[src/rtl/mips_load_store_unit_pkg.sv]
// Shared MIPS load/store definitions: access sizes, LSU states, request record
// and the lane helpers used when a request is accepted.
package mips_load_store_unit_pkg;

    localparam int DATA_WIDTH = 32;
    localparam int BE_WIDTH   = DATA_WIDTH / 8;

    typedef enum logic [1:0] {
        LS_BYTE = 2'b00,
        LS_HALF = 2'b01,
        LS_WORD = 2'b10
    } ls_size_t;

    typedef enum logic [1:0] {
        IDLE = 2'b00,
        REQ  = 2'b01,
        RESP = 2'b10
    } ls_state_t;

    typedef struct packed {
        logic                  write;
        ls_size_t              size;
        logic                  is_signed;
        logic [DATA_WIDTH-1:0] addr;
        logic [DATA_WIDTH-1:0] wdata;
    } ls_req_t;

    // Size code 11 is never legal; halves need an even address, words a 4-byte one.
    function automatic logic is_legal(input logic [1:0] size, input logic [1:0] off);
        case (size)
            2'b00:   return 1'b1;
            2'b01:   return ~off[0];
            2'b10:   return (off == 2'b00);
            default: return 1'b0;
        endcase
    endfunction

    function automatic logic [BE_WIDTH-1:0] byte_enables(input ls_size_t size,
                                                         input logic [1:0] off);
        case (size)
            LS_BYTE: return 4'b0001 << off;
            LS_HALF: return off[1] ? 4'b1100 : 4'b0011;
            default: return 4'b1111;
        endcase
    endfunction

    function automatic logic [DATA_WIDTH-1:0] store_lanes(input ls_size_t size,
                                                          input logic [DATA_WIDTH-1:0] w);
        case (size)
            LS_BYTE: return {(DATA_WIDTH/8){w[7:0]}};
            LS_HALF: return {(DATA_WIDTH/16){w[15:0]}};
            default: return w;
        endcase
    endfunction

endpackage

[src/rtl/mips_load_formatter.sv]
// Combinational load-data formatter: picks the byte/half lane addressed by the
// offset from the memory word and sign- or zero-extends it to a full word.
module mips_load_formatter
    import mips_load_store_unit_pkg::*;
(
    input  logic [DATA_WIDTH-1:0] i_mem_rdata,
    input  logic [1:0]            i_size,
    input  logic                  i_signed,
    input  logic [1:0]            i_offset,
    output logic [DATA_WIDTH-1:0] o_data
);

    logic [7:0]  w_byte;
    logic [15:0] w_half;

    always_comb begin
        w_byte = i_mem_rdata[{i_offset, 3'b000} +: 8];
        w_half = i_mem_rdata[{i_offset[1], 4'b0000} +: 16];
        o_data = i_mem_rdata;
        case (ls_size_t'(i_size))
            LS_BYTE: o_data = {{(DATA_WIDTH-8){i_signed & w_byte[7]}}, w_byte};
            LS_HALF: o_data = {{(DATA_WIDTH-16){i_signed & w_half[15]}}, w_half};
            default: o_data = i_mem_rdata;
        endcase
    end

endmodule

[src/rtl/mips_load_store_unit.sv]
// MIPS data-memory access stage: accepts one load/store, runs a req/ack bus cycle
// with byte enables and lane-replicated store data, and returns extended load data.
module mips_load_store_unit
    import mips_load_store_unit_pkg::*;
#(
    parameter int Timeout_Cycles = 16
) (
    input  logic                  i_clk,
    input  logic                  i_rst_n,
    input  logic                  i_ls_valid,
    input  logic                  i_ls_write,
    input  logic [1:0]            i_ls_size,
    input  logic                  i_ls_signed,
    input  logic [DATA_WIDTH-1:0] i_ls_addr,
    input  logic [DATA_WIDTH-1:0] i_ls_wdata,
    output logic                  o_ls_ready,
    output logic                  o_ls_done,
    output logic                  o_ls_error,
    output logic [DATA_WIDTH-1:0] o_ls_rdata,
    output logic                  o_mem_req,
    output logic                  o_mem_we,
    output logic [BE_WIDTH-1:0]   o_mem_be,
    output logic [DATA_WIDTH-1:0] o_mem_addr,
    output logic [DATA_WIDTH-1:0] o_mem_wdata,
    input  logic                  i_mem_ack,
    input  logic [DATA_WIDTH-1:0] i_mem_rdata
);

    localparam int CNT_W = $clog2(Timeout_Cycles + 1);

    ls_state_t             r_state;
    ls_req_t               r_req;
    logic [CNT_W-1:0]      r_cnt;
    logic                  r_done;
    logic                  r_error;
    logic                  r_mem_req;
    logic                  r_mem_we;
    logic [BE_WIDTH-1:0]   r_mem_be;
    logic [DATA_WIDTH-1:0] r_rdata;

    logic                  w_legal;
    logic                  w_timeout;
    ls_size_t              w_size;
    logic [DATA_WIDTH-1:0] w_load_data;

    assign w_size    = ls_size_t'(i_ls_size);
    assign w_legal   = is_legal(i_ls_size, i_ls_addr[1:0]);
    assign w_timeout = (r_cnt == CNT_W'(Timeout_Cycles - 1));

    mips_load_formatter u_formatter (
        .i_mem_rdata (i_mem_rdata),
        .i_size      (r_req.size),
        .i_signed    (r_req.is_signed),
        .i_offset    (r_req.addr[1:0]),
        .o_data      (w_load_data)
    );

    always_ff @(posedge i_clk or negedge i_rst_n) begin
        if (!i_rst_n) begin
            r_state   <= IDLE;
            r_req     <= '0;
            r_cnt     <= '0;
            r_done    <= 1'b0;
            r_error   <= 1'b0;
            r_mem_req <= 1'b0;
            r_mem_we  <= 1'b0;
            r_mem_be  <= '0;
            r_rdata   <= '0;
        end else begin
            case (r_state)
                IDLE: begin
                    r_done  <= 1'b0;
                    r_error <= 1'b0;
                    if (i_ls_valid) begin
                        r_req.write     <= i_ls_write;
                        r_req.size      <= w_size;
                        r_req.is_signed <= i_ls_signed;
                        r_req.addr      <= i_ls_addr;
                        r_req.wdata     <= store_lanes(w_size, i_ls_wdata);
                        r_cnt           <= '0;
                        r_rdata         <= '0;
                        if (w_legal) begin
                            r_mem_req <= 1'b1;
                            r_mem_we  <= i_ls_write;
                            r_mem_be  <= byte_enables(w_size, i_ls_addr[1:0]);
                            r_state   <= REQ;
                        end else begin
                            // Rejected without touching the bus.
                            r_done  <= 1'b1;
                            r_error <= 1'b1;
                            r_state <= RESP;
                        end
                    end
                end
                REQ: begin
                    r_cnt <= r_cnt + CNT_W'(1);
                    // The ack is checked first so an ack on the last allowed cycle still succeeds.
                    if (i_mem_ack) begin
                        r_mem_req <= 1'b0;
                        r_mem_we  <= 1'b0;
                        r_rdata   <= r_req.write ? '0 : w_load_data;
                        r_done    <= 1'b1;
                        r_error   <= 1'b0;
                        r_state   <= RESP;
                    end else if (w_timeout) begin
                        r_mem_req <= 1'b0;
                        r_mem_we  <= 1'b0;
                        r_rdata   <= '0;
                        r_done    <= 1'b1;
                        r_error   <= 1'b1;
                        r_state   <= RESP;
                    end
                end
                RESP: begin
                    r_done  <= 1'b0;
                    r_error <= 1'b0;
                    r_state <= IDLE;
                end
                default: begin
                    r_done    <= 1'b0;
                    r_error   <= 1'b0;
                    r_mem_req <= 1'b0;
                    r_state   <= IDLE;
                end
            endcase
        end
    end

    assign o_ls_ready  = (r_state == IDLE);
    assign o_ls_done   = r_done;
    assign o_ls_error  = r_error;
    assign o_ls_rdata  = r_rdata;
    assign o_mem_req   = r_mem_req;
    assign o_mem_we    = r_mem_we;
    assign o_mem_be    = r_mem_be;
    assign o_mem_addr  = {r_req.addr[DATA_WIDTH-1:2], 2'b00};
    assign o_mem_wdata = r_req.wdata;

endmodule

[config.mk]
export PLATFORM = sky130hd
export DESIGN_NAME = mips_load_store_unit
export DESIGN_NICKNAME = d
export VERILOG_FILES = /design/src/rtl/mips_load_store_unit_pkg.sv /design/src/rtl/mips_load_formatter.sv /design/src/rtl/mips_load_store_unit.sv
export SDC_FILE = /design/constraint.sdc
export NUM_CORES = 1
export LEC_CHECK = 0
export ABC_AREA = 1
export ABC_CLOCK_PERIOD_IN_PS = 1900
export CAP_MARGIN = 0
export CORE_UTILIZATION = 46
export DETAILED_ROUTE_END_ITERATION = 10
export PLACE_DENSITY = 0.82
export SLEW_MARGIN = 10
export SYNTH_ARGS = -nofsm -noshare
export SYNTH_HDL_FRONTEND = slang
export SYNTH_SLANG_ARGS = --single-unit
[constraint.sdc]
create_clock -name i_clk -period 1.9 [get_ports i_clk]
set_input_delay 0.57 -clock i_clk [delete_from_list [all_inputs] [get_ports i_clk]]
set_output_delay 0.57 -clock i_clk [all_outputs]
set_load 0.1 [all_outputs]
==> results.yml, run 1 <==
outcome:
  status: "finished clean"
critical_path:
  critical_path.slowest_cell: "dfrtp_1"
  crit_required_ps: 2240
  crit_type: "reg -> reg"
  end_kind: "flop"
  critical_path_arrival_ps: 2180
  cpMostUsedCell: "nand2_1"
  path_cells: "ha_2, nand2_1, nor2_1, ha_1, nor2_2, nand2_2, o211ai_4, clkbuf_16, nand2_1, nand2_1"
  crit_start: "r_cnt[0]$_DFFE_PN0P_"
  crit_fanout: 8
  startpoint_type: "flop"
  cpPeakStageDelay_ps: 390
  r2r_start: "r_cnt[0]$_DFFE_PN0P_"
sta:
  setup_tns_ps: 0
  setup_viol: 0
  timing.final.crit_share: 0.967
  worst_slack_ps: 62.1
  period_minus_slack_ps: 1840
  slew_headroom: 0.651
  hold_violations: 0
  worst_pin_slew_ps: 524
  drv_slew: 0
  skew_ps: 9.85
  max_freq_mhz: 544
pwr:
  intPower_w: 0.00953
  seqPwrFrac: 0.218
  p_leak_nw: 4.80
  power.density_nw_per_um2: 2030
  p_comb_frac: 0.607
  power.clock.fraction: 0.175
  ir_drop_mv: 1.39
  p_sw_w: 0.0100
  p_sw_frac: 0.512
yosys:
  synth-seq-cells: 115
  synth-seq-area-share: 0.485
  synth_area_per_cell_um2: 7.67
  synth-warning-count: 0
  ys_types: 27
  synth_area_um2: 5940
  netlist_instances: 774
final_layout:
  area_growth_pct: 62.2
  layout-drive-gt1-share: 0.211
  diodes: 0
  fillers: 835
  finalNetCount: 1044
global_routing:
  grt_first_pass_wirelength_um: 28100
  grt_use_total: 0.278
  antenna_found_initial: 0
  grt_pass1_vias: 5588
  grt_overflow: 0
  grt_max_degree: 46
clocking:
  h-tree-depth: 4
  clockBufferDepth: 2
  path_clk_slew_ps: 60
  postCtsHoldBufs: 0
  clock_sinks: 115
  cts_buffers: 17
  cts-root-buf: "clkbuf_16"
  clkLatencyLatePin_ps: 410
  cts_tree: "yes"
die:
  core_area_um2: 12600
  top_level_ports: 209
  die_height_um: 116
  initial_core_util: 0.470
  rows: 41
  dieArea_um2: 13400
  chipWidth_um: 116
route:
  routed_wl_um: 18400
  antenna_left: 0
  post_drt_wl_per_cell_um: 16.4
  drcViolationCount: 0
  first_iter_violations: 594
  drtPass1Iterations: 5
  vias: 5764
  avgViaCountPerCell: 5.13
hold_path:
  hold_class: "in -> async"
placement:
  place_ws_ps: -91.2
  dp_hpwl_um: 12800
  port_buffers: 206
  gp_congestion: 0.904
flow_run:
  cap_violations: 0
-- metrics by stage --
step	power (W)	util	instances	instance area, um^2	hold slack (ps)
after floorplan	0.0121	-	775	5950	274
after global placement	0.0157	0.705	1084	8900	466
after detailed placement	0.0159	0.705	1084	8900	493
after CTS	0.0194	0.755	1116	9520	66.2
after global routing	0.0202	0.763	1123	9630	85.5
final	0.0195	0.763	1123	9630	75.3
-- power groups by stage --
stage	sequential, W	clock [W]	combinational [W]
CTS	0.00427	0.00346	0.0117
global placement	0.00425	0	0.0115
detailed placement	0.00429	0	0.0116
floorplan	0.00513	0	0.00700
global route	0.00436	0.00358	0.0123
finish	0.00427	0.00341	0.0119
-- cells in the final DEF, fill, tap and decap left out, drive strengths merged, types with 2 or more instances in the layout --
| cell type | instances |
|---|---|
| a21oi | 34 |
| buf | 137 |
| bufinv | 4 |
| clkbuf | 21 |
| clkdlybuf4s50 | 102 |
| clkinv | 7 |
| clkinvlp | 3 |
| conb | 2 |
| dfrtp | 115 |
| ha | 2 |
| inv | 33 |
| nand2 | 352 |
| nand3 | 29 |
| nor2 | 49 |
| o21ai | 58 |
-- path summary, 6_finish.rpt --
kind                                               to  slack, ps  cells after the start
setup / recovery           o_ls_rdata[11]$_DFFE_PN0P_         60                     10
hold / removal              o_ls_rdata[2]$_DFFE_PN0P_         80                      1
setup reg to reg           o_ls_rdata[11]$_DFFE_PN0P_         60                     10
hold reg to reg                 o_mem_req$_DFFE_PN0P_        540                      2
max in group asynchronous  o_mem_addr[27]$_DFFE_PN0P_       1250                      2
min in group i_clk              o_mem_req$_DFFE_PN0P_        540                      2
-- worst max-delay path: cells and delay by family (launching register included) --
kind | cells | cell delay, ps
AO/OA/AOI/OAI | 1 | 220
AND/OR/NAND/NOR | 6 | 540
adder cells (fa/ha/maj) | 2 | 390
buffers and inverters | 1 | 250
flip-flops | 1 | 390
-- sequential cells by signal (all words and copies together) (netlist names) --
register     count
o_ls_done        1
o_ls_error       1
o_ls_rdata      32
o_mem_addr      30
o_mem_be         4
o_mem_req        1
o_mem_wdata     32
o_mem_we         1
r_cnt            5
r_req            6
r_state          2
-- cells by family after synthesis --
| group | after synthesis | share of synthesized area |
|---|---|---|
| AND/OR/NAND/NOR | 430 | 0.294 |
| buffers and inverters | 131 | 0.134 |
| flip-flops | 115 | 0.485 |
| AO/OA/AOI/OAI | 95 | 0.0828 |
| adder cells (fa/ha/maj) | 2 | 0.00422 |
| other | 1 | 0.000632 |
-- final cells by class --
class | count | area, um^2 | area share
Inverter | 34 | 135 | 0.0140
Sequential cell | 115 | 2880 | 0.299
Timing Repair Buffer | 241 | 3480 | 0.361
Multi-Input combinational cell | 529 | 2290 | 0.238
Clock inverter | 13 | 184 | 0.0191
Clock buffer | 19 | 443 | 0.0460
Tap cell | 172 | 215 | 0.0223
-- Yosys cell counts, drive strengths merged --
cell,count,area (um^2)
a22o,1,8.76
o211ai,1,12.5
o21ai,58,294
clkbuf,13,48.8
buf,84,609
nor2,49,213
a21oi,34,170
nand3,29,158
o22ai,1,6.26
ha,2,25.0
clkinv,1,3.75
conb,1,3.75
nand2,352,1370
dfrtp,115,2880
inv,33,131
-- repair_timing --
| item | CTS | global route |
|---|---|---|
| buffers inserted | 0 | 4 |
| gates resized for setup | 0 | 3 |
| setup endpoints to repair | 0 | 33 |
-- routing by layer --
metal / routed length [um] / GRT usage / vias up
met1: 6830 / 0.317 / 2718
met3: 1650 / 0.0947 / 53
met5: 0 / 0 / -
li1: - / - / 2680
met2: 9380 / 0.473 / 313
met4: 567 / 0.122 / 0
Power figures use the tool's default switching activity.
==> inputs of run 2 (changes only) <==
--- a/config.mk
+++ b/config.mk
@@ -6,8 +6,8 @@
 export NUM_CORES = 1
 export LEC_CHECK = 0
 export ABC_AREA = 1
-export ABC_CLOCK_PERIOD_IN_PS = 1900
-export CAP_MARGIN = 0
+export ABC_CLOCK_PERIOD_IN_PS = 1940
+export CAP_MARGIN = 20
 export CORE_UTILIZATION = 46
 export DETAILED_ROUTE_END_ITERATION = 10
 export PLACE_DENSITY = 0.82
==> constraint.sdc (replaced) <==
create_clock -name i_clk -period 1.94 [get_ports i_clk]
set_input_delay 0.582 -clock i_clk [delete_from_list [all_inputs] [get_ports i_clk]]
set_output_delay 0.582 -clock i_clk [all_outputs]
set_load 0.1 [all_outputs]
==> run 2 against run 1 <==
Sequential share of layout area up 0.24 points. First-iteration DRC count down 37%. Register-to-register slack about the same. Final cell count down 0.36%. Critical path type unchanged.
==> results.yml, run 2 (same netlist as run 1, synthesis figures left out) <==
outcome:
  status: "finished clean"
route:
  drcViolationCount: 0
  antenna_left: 0
  routed_wl_um: 18000
  avgViaCountPerCell: 5.13
  drtPass1Iterations: 7
  post_drt_wl_per_cell_um: 16.1
  vias: 5736
  first_iter_violations: 377
clocking:
  postCtsHoldBufs: 0
  cts_buffers: 17
  clockBufferDepth: 2
  h-tree-depth: 4
  clock_sinks: 115
  cts_tree: "yes"
  path_clk_slew_ps: 50
  cts-root-buf: "clkbuf_16"
  clkLatencyLatePin_ps: 420
critical_path:
  end_kind: "flop"
  rr_worst_depth: 10
  crit_fanout: 8
  crit_required_ps: 2290
  path_cells: "ha_1, nand2_1, nor2_1, ha_1, nor2_2, nand2_2, o211ai_4, clkbuf_16, nand2_1, nand2_1"
  cpMostUsedCell: "nand2_1"
  crit_type: "reg -> reg"
  critical_path.slowest_cell: "dfrtp_1"
  startpoint_type: "flop"
  cpPeakStageDelay_ps: 420
  critical_path_arrival_ps: 2230
final_layout:
  diodes: 0
  finalNetCount: 1041
  area_growth_pct: 60.9
  multi_input_area_um2: 2290
  fillers: 829
  layout-drive-gt1-share: 0.205
  seq_area_um2: 2880
  final_core_util: 0.757
  layout_commonest_cell: "nand2_1"
  final_cell_mix: "nand2_1 (335), dfrtp_1 (115), buf_12 (110), clkdlybuf4s50_1 (102), o21ai_0 (57)"
placement:
  place_ws_ps: -86.0
  gp_congestion: 0.890
  dp_hpwl_um: 12900
  port_buffers: 206
pwr:
  power.density_nw_per_um2: 1970
  ir_drop_mv: 1.46
  p_leak_nw: 4.76
sta:
  drv_slew: 0
  setup_viol: 0
  skew_ps: 8.92
  worst_slack_ps: 62.9
  max_freq_mhz: 533
  period_minus_slack_ps: 1880
  timing.final.crit_share: 0.968
  hold_violations: 0
global_routing:
  antenna_found_initial: 0
  grt_max_degree: 47
  grt_use_total: 0.275
  grt_pass1_vias: 5618
  grt_overflow: 0
  grt_first_pass_wirelength_um: 27700
hold_path:
  hold_class: "in -> async"
die:
  top_level_ports: 209
  rows: 41
  die_height_um: 116
  initial_core_util: 0.470
  dieArea_um2: 13400
  chipWidth_um: 116
  core_area_um2: 12600
flow_run:
  cap_violations: 0
## run 2: cell types whose count changed in the layout (fill, tap and decap cells not counted), moves of 2 or more
cell      delta
clkinv_2     +2
clkbuf_1     +2
buf_4        -3
clkinv_4     -3
## run 2: power breakdown
| group | switching [W] | internal [W] |
|---|---|---|
| Combinational | 0.00765 | 0.00391 |
| Sequential | 0.000971 | 0.00322 |
| Clock | 0.00108 | 0.00199 |
| Total | 0.00969 | 0.00912 |
## run 2: area by class of cell
type,instances,share of cell area
inverters,34,0.0141
repair buffers,238,0.362
well taps,172,0.0225
flip-flops and latches,115,0.301
multi-input cells,529,0.240
clock inverters,11,0.0144
clock buffers,20,0.0457
## run 2: worst max-delay path, delay by kind of cell, from the launching register on
family          cells  cell delay [ps]
buf+inv             1              250
compound gates      1              210
simple gates        6              520
flops               1              420
fa+ha+maj           2              410
## run 2: metal layers
| metal | wire length, um | share of wire | global-route usage |
|---|---|---|---|
| met4 | 835 | 0.046 | 0.145 |
| met2 | 8930 | 0.50 | 0.466 |
| met5 | 0 | 0 | 0 |
| met1 | 6710 | 0.37 | 0.315 |
| met3 | 1540 | 0.086 | 0.0779 |
## run 2: path summary, 6_finish.rpt
kind,startpoint,end,slack (ps)
max in group asynchronous,i_rst_n,o_ls_rdata[12]$_DFFE_PN0P_,1270
min in group i_clk,r_req[67]$_DFFE_PN0P_,r_req[67]$_DFFE_PN0P_,490
setup reg to reg,r_cnt[0]$_DFFE_PN0P_,o_ls_rdata[1]$_DFFE_PN0P_,60
hold reg to reg,r_req[67]$_DFFE_PN0P_,r_req[67]$_DFFE_PN0P_,490
setup / recovery,r_cnt[0]$_DFFE_PN0P_,o_ls_rdata[1]$_DFFE_PN0P_,60
hold / removal,i_rst_n,o_mem_be[1]$_DFFE_PN0P_,80
## run 2: timing repair
action / in CTS / in global routing
buffers inserted: 0 / 1
resized for setup: 0 / 2
hold endpoints to repair: 0 / 0
setup endpoints to repair: 0 / 13
## run 2: through the flow
step / cell area [um^2] / TNS, ps / hold slack, ps / instances / power (W)
global placement: 8900 / 0 / 468 / 1084 / 0.0154
floorplan: 5950 / 0 / 286 / 775 / 0.0119
global route: 9550 / -41.7 / 90.8 / 1119 / 0.0195
CTS: 9470 / 0 / 72.1 / 1115 / 0.0187
detailed placement: 8900 / -632 / 478 / 1084 / 0.0156
finish: 9550 / 0 / 82.4 / 1119 / 0.0188
